`config.mk`:
```
export PLATFORM = sky130hd
export DESIGN_NAME = uart_tx_fifo
export DESIGN_NICKNAME = d
export VERILOG_FILES = /design/src/rtl/uart_tx_fifo.sv
export SDC_FILE = /design/constraint.sdc
export NUM_CORES = 1
export LEC_CHECK = 0
export CAP_MARGIN = 30
export CORE_ASPECT_RATIO = 1.2
export CORE_UTILIZATION = 45
export DETAILED_ROUTE_END_ITERATION = 7
export GPL_ROUTABILITY_DRIVEN = 0
export GPL_TIMING_DRIVEN = 0
export HOLD_SLACK_MARGIN = 0.05
export PLACE_DENSITY_LB_ADDON = 0.08
export RECOVER_POWER = 100
export SYNTH_ARGS = -nofsm -noshare
export SYNTH_HDL_FRONTEND = slang
export SYNTH_SLANG_ARGS = --single-unit
export TNS_END_PERCENT = 5
```
`constraint.sdc`:
```
create_clock -name clk -period 5.7 [get_ports clk]
set_clock_uncertainty 0.15 [all_clocks]
set_input_delay 0.855 -clock clk [delete_from_list [all_inputs] [get_ports clk]]
set_output_delay 0.855 -clock clk [all_outputs]
set_load 0.05 [all_outputs]
```
`src/rtl/uart_tx_fifo.sv`:
```
// UART transmitter with a small transmit FIFO: configurable data bits, parity and stop bits.
// Words are accepted through a valid/ready port and sent as back-to-back frames, LSB first.
`timescale 1ns/1ps

module uart_tx_fifo #(
    parameter int CLKS_PER_BIT = 16,
    parameter int DATA_BITS    = 8,
    parameter int PARITY       = 0,
    parameter int STOP_BITS    = 1,
    parameter int FIFO_DEPTH   = 4
) (
    input  logic                          clk,
    input  logic                          reset,
    input  logic [DATA_BITS-1:0]          tx_data,
    input  logic                          tx_valid,
    output logic                          tx_ready,
    output logic                          tx,
    output logic                          busy,
    output logic [$clog2(FIFO_DEPTH):0]   fifo_count
);

    localparam int AW = $clog2(FIFO_DEPTH);
    localparam int CW = $clog2(CLKS_PER_BIT);
    localparam int BW = $clog2(DATA_BITS);

    localparam logic [CW-1:0] BAUD_LAST = CW'(CLKS_PER_BIT - 1);
    localparam logic [BW-1:0] DATA_LAST = BW'(DATA_BITS - 1);
    localparam logic [BW-1:0] STOP_LAST = BW'(STOP_BITS - 1);
    localparam logic [AW:0]   DEPTH_C   = (AW + 1)'(FIFO_DEPTH);

    typedef enum logic [2:0] {
        S_IDLE,
        S_START,
        S_DATA,
        S_PARITY,
        S_STOP
    } state_t;

    state_t                 state_q, state_d;
    logic [CW-1:0]          baud_q, baud_d;
    logic [BW-1:0]          bit_q, bit_d;
    logic [DATA_BITS-1:0]   shift_q, shift_d;
    logic                   par_q, par_d;
    logic                   tx_q, tx_d;
    logic [AW-1:0]          wr_ptr_q, wr_ptr_d;
    logic [AW-1:0]          rd_ptr_q, rd_ptr_d;
    logic [AW:0]            count_q, count_d;
    logic [DATA_BITS-1:0]   mem_q [FIFO_DEPTH];

    logic                   push;
    logic                   pop;
    logic                   baud_end;
    logic [DATA_BITS-1:0]   head_word;

    // Handshake: a word is taken on any rising edge where tx_valid && tx_ready;
    // tx_ready depends only on the registered count, so the host sees a stable
    // ready for the whole cycle and must hold tx_data/tx_valid until accepted.
    assign tx_ready   = (count_q < DEPTH_C);
    assign push       = tx_valid && tx_ready;
    assign baud_end   = (baud_q == BAUD_LAST);
    assign head_word  = mem_q[rd_ptr_q];

    assign tx         = tx_q;
    assign busy       = (state_q != S_IDLE) || (count_q != '0);
    assign fifo_count = count_q;

    // Storage is not reset: occupancy lives entirely in the pointers and count.
    always_ff @(posedge clk) begin
        if (push) begin
            mem_q[wr_ptr_q] <= tx_data;
        end
    end

    always_ff @(posedge clk or negedge reset) begin
        if (!reset) begin
            state_q  <= S_IDLE;
            baud_q   <= '0;
            bit_q    <= '0;
            shift_q  <= '0;
            par_q    <= 1'b0;
            tx_q     <= 1'b1;
            wr_ptr_q <= '0;
            rd_ptr_q <= '0;
            count_q  <= '0;
        end else begin
            state_q  <= state_d;
            baud_q   <= baud_d;
            bit_q    <= bit_d;
            shift_q  <= shift_d;
            par_q    <= par_d;
            tx_q     <= tx_d;
            wr_ptr_q <= wr_ptr_d;
            rd_ptr_q <= rd_ptr_d;
            count_q  <= count_d;
        end
    end

    always_comb begin
        state_d = state_q;
        baud_d  = baud_q;
        bit_d   = bit_q;
        shift_d = shift_q;
        par_d   = par_q;
        pop     = 1'b0;

        case (state_q)
            S_IDLE: begin
                if (count_q != '0) begin
                    pop     = 1'b1;
                    state_d = S_START;
                    baud_d  = '0;
                end
            end

            S_START: begin
                if (baud_end) begin
                    state_d = S_DATA;
                    baud_d  = '0;
                    bit_d   = '0;
                end else begin
                    baud_d = baud_q + CW'(1);
                end
            end

            S_DATA: begin
                if (baud_end) begin
                    baud_d  = '0;
                    shift_d = shift_q >> 1;
                    if (bit_q == DATA_LAST) begin
                        bit_d   = '0;
                        state_d = (PARITY != 0) ? S_PARITY : S_STOP;
                    end else begin
                        bit_d = bit_q + BW'(1);
                    end
                end else begin
                    baud_d = baud_q + CW'(1);
                end
            end

            S_PARITY: begin
                if (baud_end) begin
                    state_d = S_STOP;
                    baud_d  = '0;
                    bit_d   = '0;
                end else begin
                    baud_d = baud_q + CW'(1);
                end
            end

            S_STOP: begin
                if (baud_end) begin
                    baud_d = '0;
                    if (bit_q == STOP_LAST) begin
                        bit_d = '0;
                        // Chain straight into the next start bit when work is queued.
                        if (count_q != '0) begin
                            pop     = 1'b1;
                            state_d = S_START;
                        end else begin
                            state_d = S_IDLE;
                        end
                    end else begin
                        bit_d = bit_q + BW'(1);
                    end
                end else begin
                    baud_d = baud_q + CW'(1);
                end
            end

            default: begin
                state_d = S_IDLE;
                baud_d  = '0;
                bit_d   = '0;
            end
        endcase

        if (pop) begin
            shift_d = head_word;
            par_d   = (PARITY == 2) ? ~(^head_word) : (^head_word);
        end
    end

    // The line level is registered from the next state, so tx changes on the
    // same edge as the state and never glitches.
    always_comb begin
        tx_d = 1'b1;
        case (state_d)
            S_START:  tx_d = 1'b0;
            S_DATA:   tx_d = shift_d[0];
            S_PARITY: tx_d = par_d;
            default:  tx_d = 1'b1;
        endcase
    end

    always_comb begin
        wr_ptr_d = wr_ptr_q;
        rd_ptr_d = rd_ptr_q;
        count_d  = count_q;
        if (push) begin
            wr_ptr_d = wr_ptr_q + AW'(1);
        end
        if (pop) begin
            rd_ptr_d = rd_ptr_q + AW'(1);
        end
        case ({push, pop})
            2'b10:   count_d = count_q + (AW + 1)'(1);
            2'b01:   count_d = count_q - (AW + 1)'(1);
            default: count_d = count_q;
        endcase
    end

endmodule

```
Word-level counts from Yosys, hierarchy flattened
Memory sizes are Yosys's and may differ from the RTL's.
Index checks and enable logic that the tools add are counted.
{"block": "totals", "register_bits": 27, "mem_bits_rw": 32, "in_bits": 11, "out_inout_bits": 6, "elab_cells": 78, "n_memories": 1}
{"block": "op_classes", "add_sub_neg": 6, "order_cmp": 1, "eq_ne": 15, "n_mux": 30, "n_bitwise": 1, "reduce_logical": 14}
{"name": "mem_q", "depth": 4, "word_bits": 8, "rd": 1, "rd_clocked_by_memory_dff": 0, "wr": 1, "line": "48", "text": "logic [DATA_BITS-1:0] mem_q [FIFO_DEPTH];"}
{"op": "3-bit 2-to-1 mux", "n": 12}
{"op": "8-bit 2-to-1 mux", "n": 3}
{"op": "3-bit one-hot mux with 5 select lines", "n": 1}
{"op": "3-bit by 2-bit == test with 1-bit output, second input constant", "n": 4}
{"op": "3-bit one-hot mux with 4 select lines", "n": 1}
{"op": "4-bit 2-to-1 mux", "n": 2}
{"op": "4-bit one-hot mux with 2 select lines", "n": 1}
{"op": "8-bit XOR reduction", "n": 1}
{"op": "1-bit 2-to-1 mux", "n": 7}
{"op": "3-bit by 1-bit adder with 3-bit output, second input constant", "n": 2}
{"op": "3-bit by 1-bit == test with 1-bit output, second input constant", "n": 2}
{"op": "3-bit == test, second input constant", "n": 2}
{"op": "3-bit logical NOT", "n": 2}
{"op": "2-bit != test, second input constant", "n": 3}
{"op": "3-bit one-hot mux with 2 select lines", "n": 1}
{"op": "2-bit nonzero test", "n": 3}
{"op": "3-bit nonzero test", "n": 2}
{"op": "2-bit by 1-bit adder with 2-bit output, second input constant", "n": 2}
{"op": "4-bit by 1-bit adder with 4-bit output, second input constant", "n": 1}
{"op": "4-bit == test, second input constant", "n": 1}
{"op": "4-bit AND reduction", "n": 1}
{"op": "4-bit OR reduction", "n": 1}
{"op": "3-bit < comparator, second input constant", "n": 1}
{"op": "1-bit one-hot mux with 3 select lines", "n": 1}
{"op": "other kinds (10)", "n": 10}

Depth between registers and ports, before layout
{"block": "depth", "word_depth": 7, "ltp_mapped": 12, "ltp_nobuf": 12}

Worst setup path before layout
No wires, ideal clock.
{"block": "synth_path", "path_kind": "reg2out", "from": "register count_q[2] (netlist: fifo_count[2])", "to": "output busy", "arrival_ns": 1.913, "required_time_ns": 4.695, "path_slack_ns": 2.782, "stages_incl_launch_ff": 5, "n_path_buf": 0, "path_cell_list": "dfrtp_1 -> inv_1 -> nand3_1 -> nor4_1 -> inv_1"}
{"block": "synth_between", "elab_chain_len": 2}
{"element": "from (decl)", "line": "47", "text": "logic [AW:0] count_q, count_d;"}
{"element": "from (signal assigned)", "line": "94", "text": "count_q <= count_d;"}
{"element": "3-bit nonzero test", "line": "64", "text": "assign busy = (state_q != S_IDLE) || (count_q != '0);"}
{"element": "1-bit logical OR", "line": "64"}
{"element": "to (decl)", "line": "18", "text": "output logic busy,"}
Every way passes these cells.

Worst setup path after layout
{"block": "layout_path", "from": "register state_q[2]", "to": "output busy"}
{"block": "layout_between", "elab_chain_len": 2}
{"element": "from (decl)", "line": "39", "text": "state_t state_q, state_d;"}
{"element": "from (signal assigned)", "line": "86", "text": "state_q <= state_d;"}
{"element": "3-bit nonzero test", "line": "64"}
{"element": "1-bit logical OR", "line": "64"}
Every way passes these cells.

==> results.yml <==
timing:
  setup_ws_ps: 2220
  hold_ws_ps: 343
  worst_pin_slew_ps: 997
  slew_headroom_pct: 33.5
  grt_setup_unrepaired: "false"
  finalHoldViolCount: 0
  maxSlewViolCount: 0
  finalCritPeriodShare_pct: 61.1
  period_needed_ps: 3480
  fin_setup_tns_ps: 0
  setup_violations: 0
  clock.fmax_mhz: 287
setup_path:
  critPathRequiredTime_ps: 4700
  reg2reg_to: "fifo_count[2]$_DFFE_PN0P_"
  startpoint_type: "flop"
  slowest_stage: "dlygate4sd3_1"
  crit_path_max_incr_delay_ps: 780
  path_max_fanout: 10
  rrSetupSlack_ps: 3040
  r2r_cells: 11
  arrival_ps: 2480
  cp-end-kind: "output pin"
  r2r_start: "baud_q[0]$_DFFE_PN0P_"
  worst-path-buf-inv: 3
  critPathKind: "flop to output pin"
  cp_top_family: "buffers and inverters"
  cp_cell_sequence: "clkbuf_1 -> nor4_1 -> inv_1 -> dlygate4sd3_1"
layout:
  fin_area_um2: 3170
  drive_gt1_share_pct: 12.3
  final_cell_mix: "edfxtp_1 (32), dfrtp_1 (26), dlygate4sd3_1 (16), inv_1 (13), xnor2_1 (13)"
  instances_no_fill: 316
  antenna_cells: 0
  fillerInstances: 492
  areaGrowthSynthToFinish_pct: 17.5
  nets: 252
  layout_commonest_cell: "edfxtp_1"
  final_util_pct: 55.6
synthesis:
  yosys.cell_types.count: 39
  synthArstFlopShare_pct: 45.8
  synth_top_flop_cell: "edfxtp_1"
  netlist.area_leader.share_pct: 35.6
  synthCells: 203
  ys_seq_area_share_pct: 60.6
  ys_warn_count: 0
  synth_edf_count: 32
  syn-mean-instance-area_um2: 13.3
  syn_nets: 224
  netlist_area_um2: 2700
  ys_ff_latch: 59
  synth_area_leaders: "edfxtp_1 (36%), dfrtp_1 (24%), mux4_2 (6.7%)"
  yosys.area.top_type: "edfxtp_1"
detailed_routing:
  post-route-drc-count: 0
  ant_nets: 0
  drt_first_pass_iters: 4
  viasPerCell: 5.22
  avgRoutedWirePerCell_um: 14.8
  num_vias: 1650
  drt_iter0_drc: 131
  wl_um: 4680
hold_path:
  min_path_type: "flop to flop"
  whs_endpoint: "par_q$_DFF_PN0_"
  hold-path-cell-count: 2
  min_from: "par_q$_DFF_PN0_"
floorplanning:
  ioPinCount: 17
  dieArea_um2: 6320
  start_util_pct: 47.3
  rows: 30
  die_h_um: 86.9
  die-width_um: 72.7
  coreArea_um2: 5710
clocking:
  ctsResizeCount: 0
  clock_latency_ps: 340
  root_buffer: "clkbuf_8"
  clk_pin_slew_worst_paths_ps: 70
  h-tree-depth: 3
  postCtsHoldBufs: 0
  cts_buffers: 9
  clock-sinks: 59
  cts_buffer_depth: 2
  cts_setup_buffers: 0
  cts_tree: "built"
grt:
  antenna_found_initial: 0
  grt_overflow: 0
  grt_max_degree: 19
  grt_use_total_pct: 17.1
  grt_pass1_vias: 1736
  grt_pass1_wl_um: 8000
place:
  place_inst: 300
  hpwl_um: 3410
  place_ws_ps: 2600
  place.port_buffers: 16
  dpl_cell_area_um2: 2990
job:
  drv_cap: 0
power_and_ir_drop:
  peakVddDrop_mv: 0.285
  p_total_mw: 1.72
  p_leak_nw: 1.26
  p_per_area_nw_per_um2: 543
status:
  status: "completed"
-- worst max-delay path by stage --
stage	start	to	slack, ps	cells past startpoint
CTS	state_q[2]$_DFF_PN0_	busy	2230	4
finish	state_q[2]$_DFF_PN0_	busy	2220	4
global placement	state_q[1]$_DFF_PN0_	busy	2740	4
detailed placement	state_q[2]$_DFF_PN0_	busy	2600	4
global route	state_q[1]$_DFF_PN0_	busy	2050	4
floorplan	fifo_count[2]$_DFFE_PN0P_	busy	2780	4
-- synthesized netlist by cell type (2+ instances only) --
cell and number:
nand3_1 5, nand2_1 11, a21oi_1 12, edfxtp_1 32, and2_1 5, ha_1 9
xnor2_1 13, dfrtp_1 26, nand2b_1 3, clkbuf_1 6, o21a_1 2, mux4_2 8
buf_2 2, xor2_1 2, nor2_1 12, mux2i_1 8, inv_1 13, o21ai_0 11
nand3b_1 3
-- final cells by class --
class,instances,area [um2],area share (%)
timing repair buffer,17,164,5.17
clock buffer,9,124,3.90
multi-input combinational,121,957,30.2
clock inverter,7,85.1,2.68
inverter,13,48.8,1.54
buffer,10,56.3,1.77
sequential,59,1640,51.6
tap,80,100,3.15
-- power by group --
group / internal, mW / switching [mW] / total (mW)
sequential: 0.576 / 0.0658 / 0.642
combinational: 0.304 / 0.385 / 0.689
clock: 0.210 / 0.184 / 0.394
total: 1.09 / 0.635 / 1.72
-- logic make-up after synthesis --
kind of cell               share of synthesized area [%]
adders and majority gates                           4.91
DFF                                                 60.6
xor gates and xnor gates                            4.86
muxes                                               10.1
AOI/OAI and AO/OA                                   7.46
buffers and inverters                               3.94
and+or+nand+nor                                     8.15
-- worst min-delay path, stage by stage, from the launching register on --
cell and delay, ps:
dfrtp_1 350, nand2_1 50, o21ai_0 60
-- sequential cells by signal, indices dropped and copies added (netlist names) --
register    flops
rd_ptr_q        2
mem_q          32
baud_q          4
state_q         3
par_q           1
wr_ptr_q        2
shift_q         8
tx              1
bit_q           3
fifo_count      3
-- per-layer routing --
metal,track usage [%],routed length (um),up-vias,part of all wire [%]
met5,0,0,-,0
met4,6.77,78,0,1.7
met3,5.56,142,10,3.0
met2,29.4,2520,22,54
met1,19.8,1940,831,41
li1,-,-,787,-
Power figures use the tool's default switching activity.
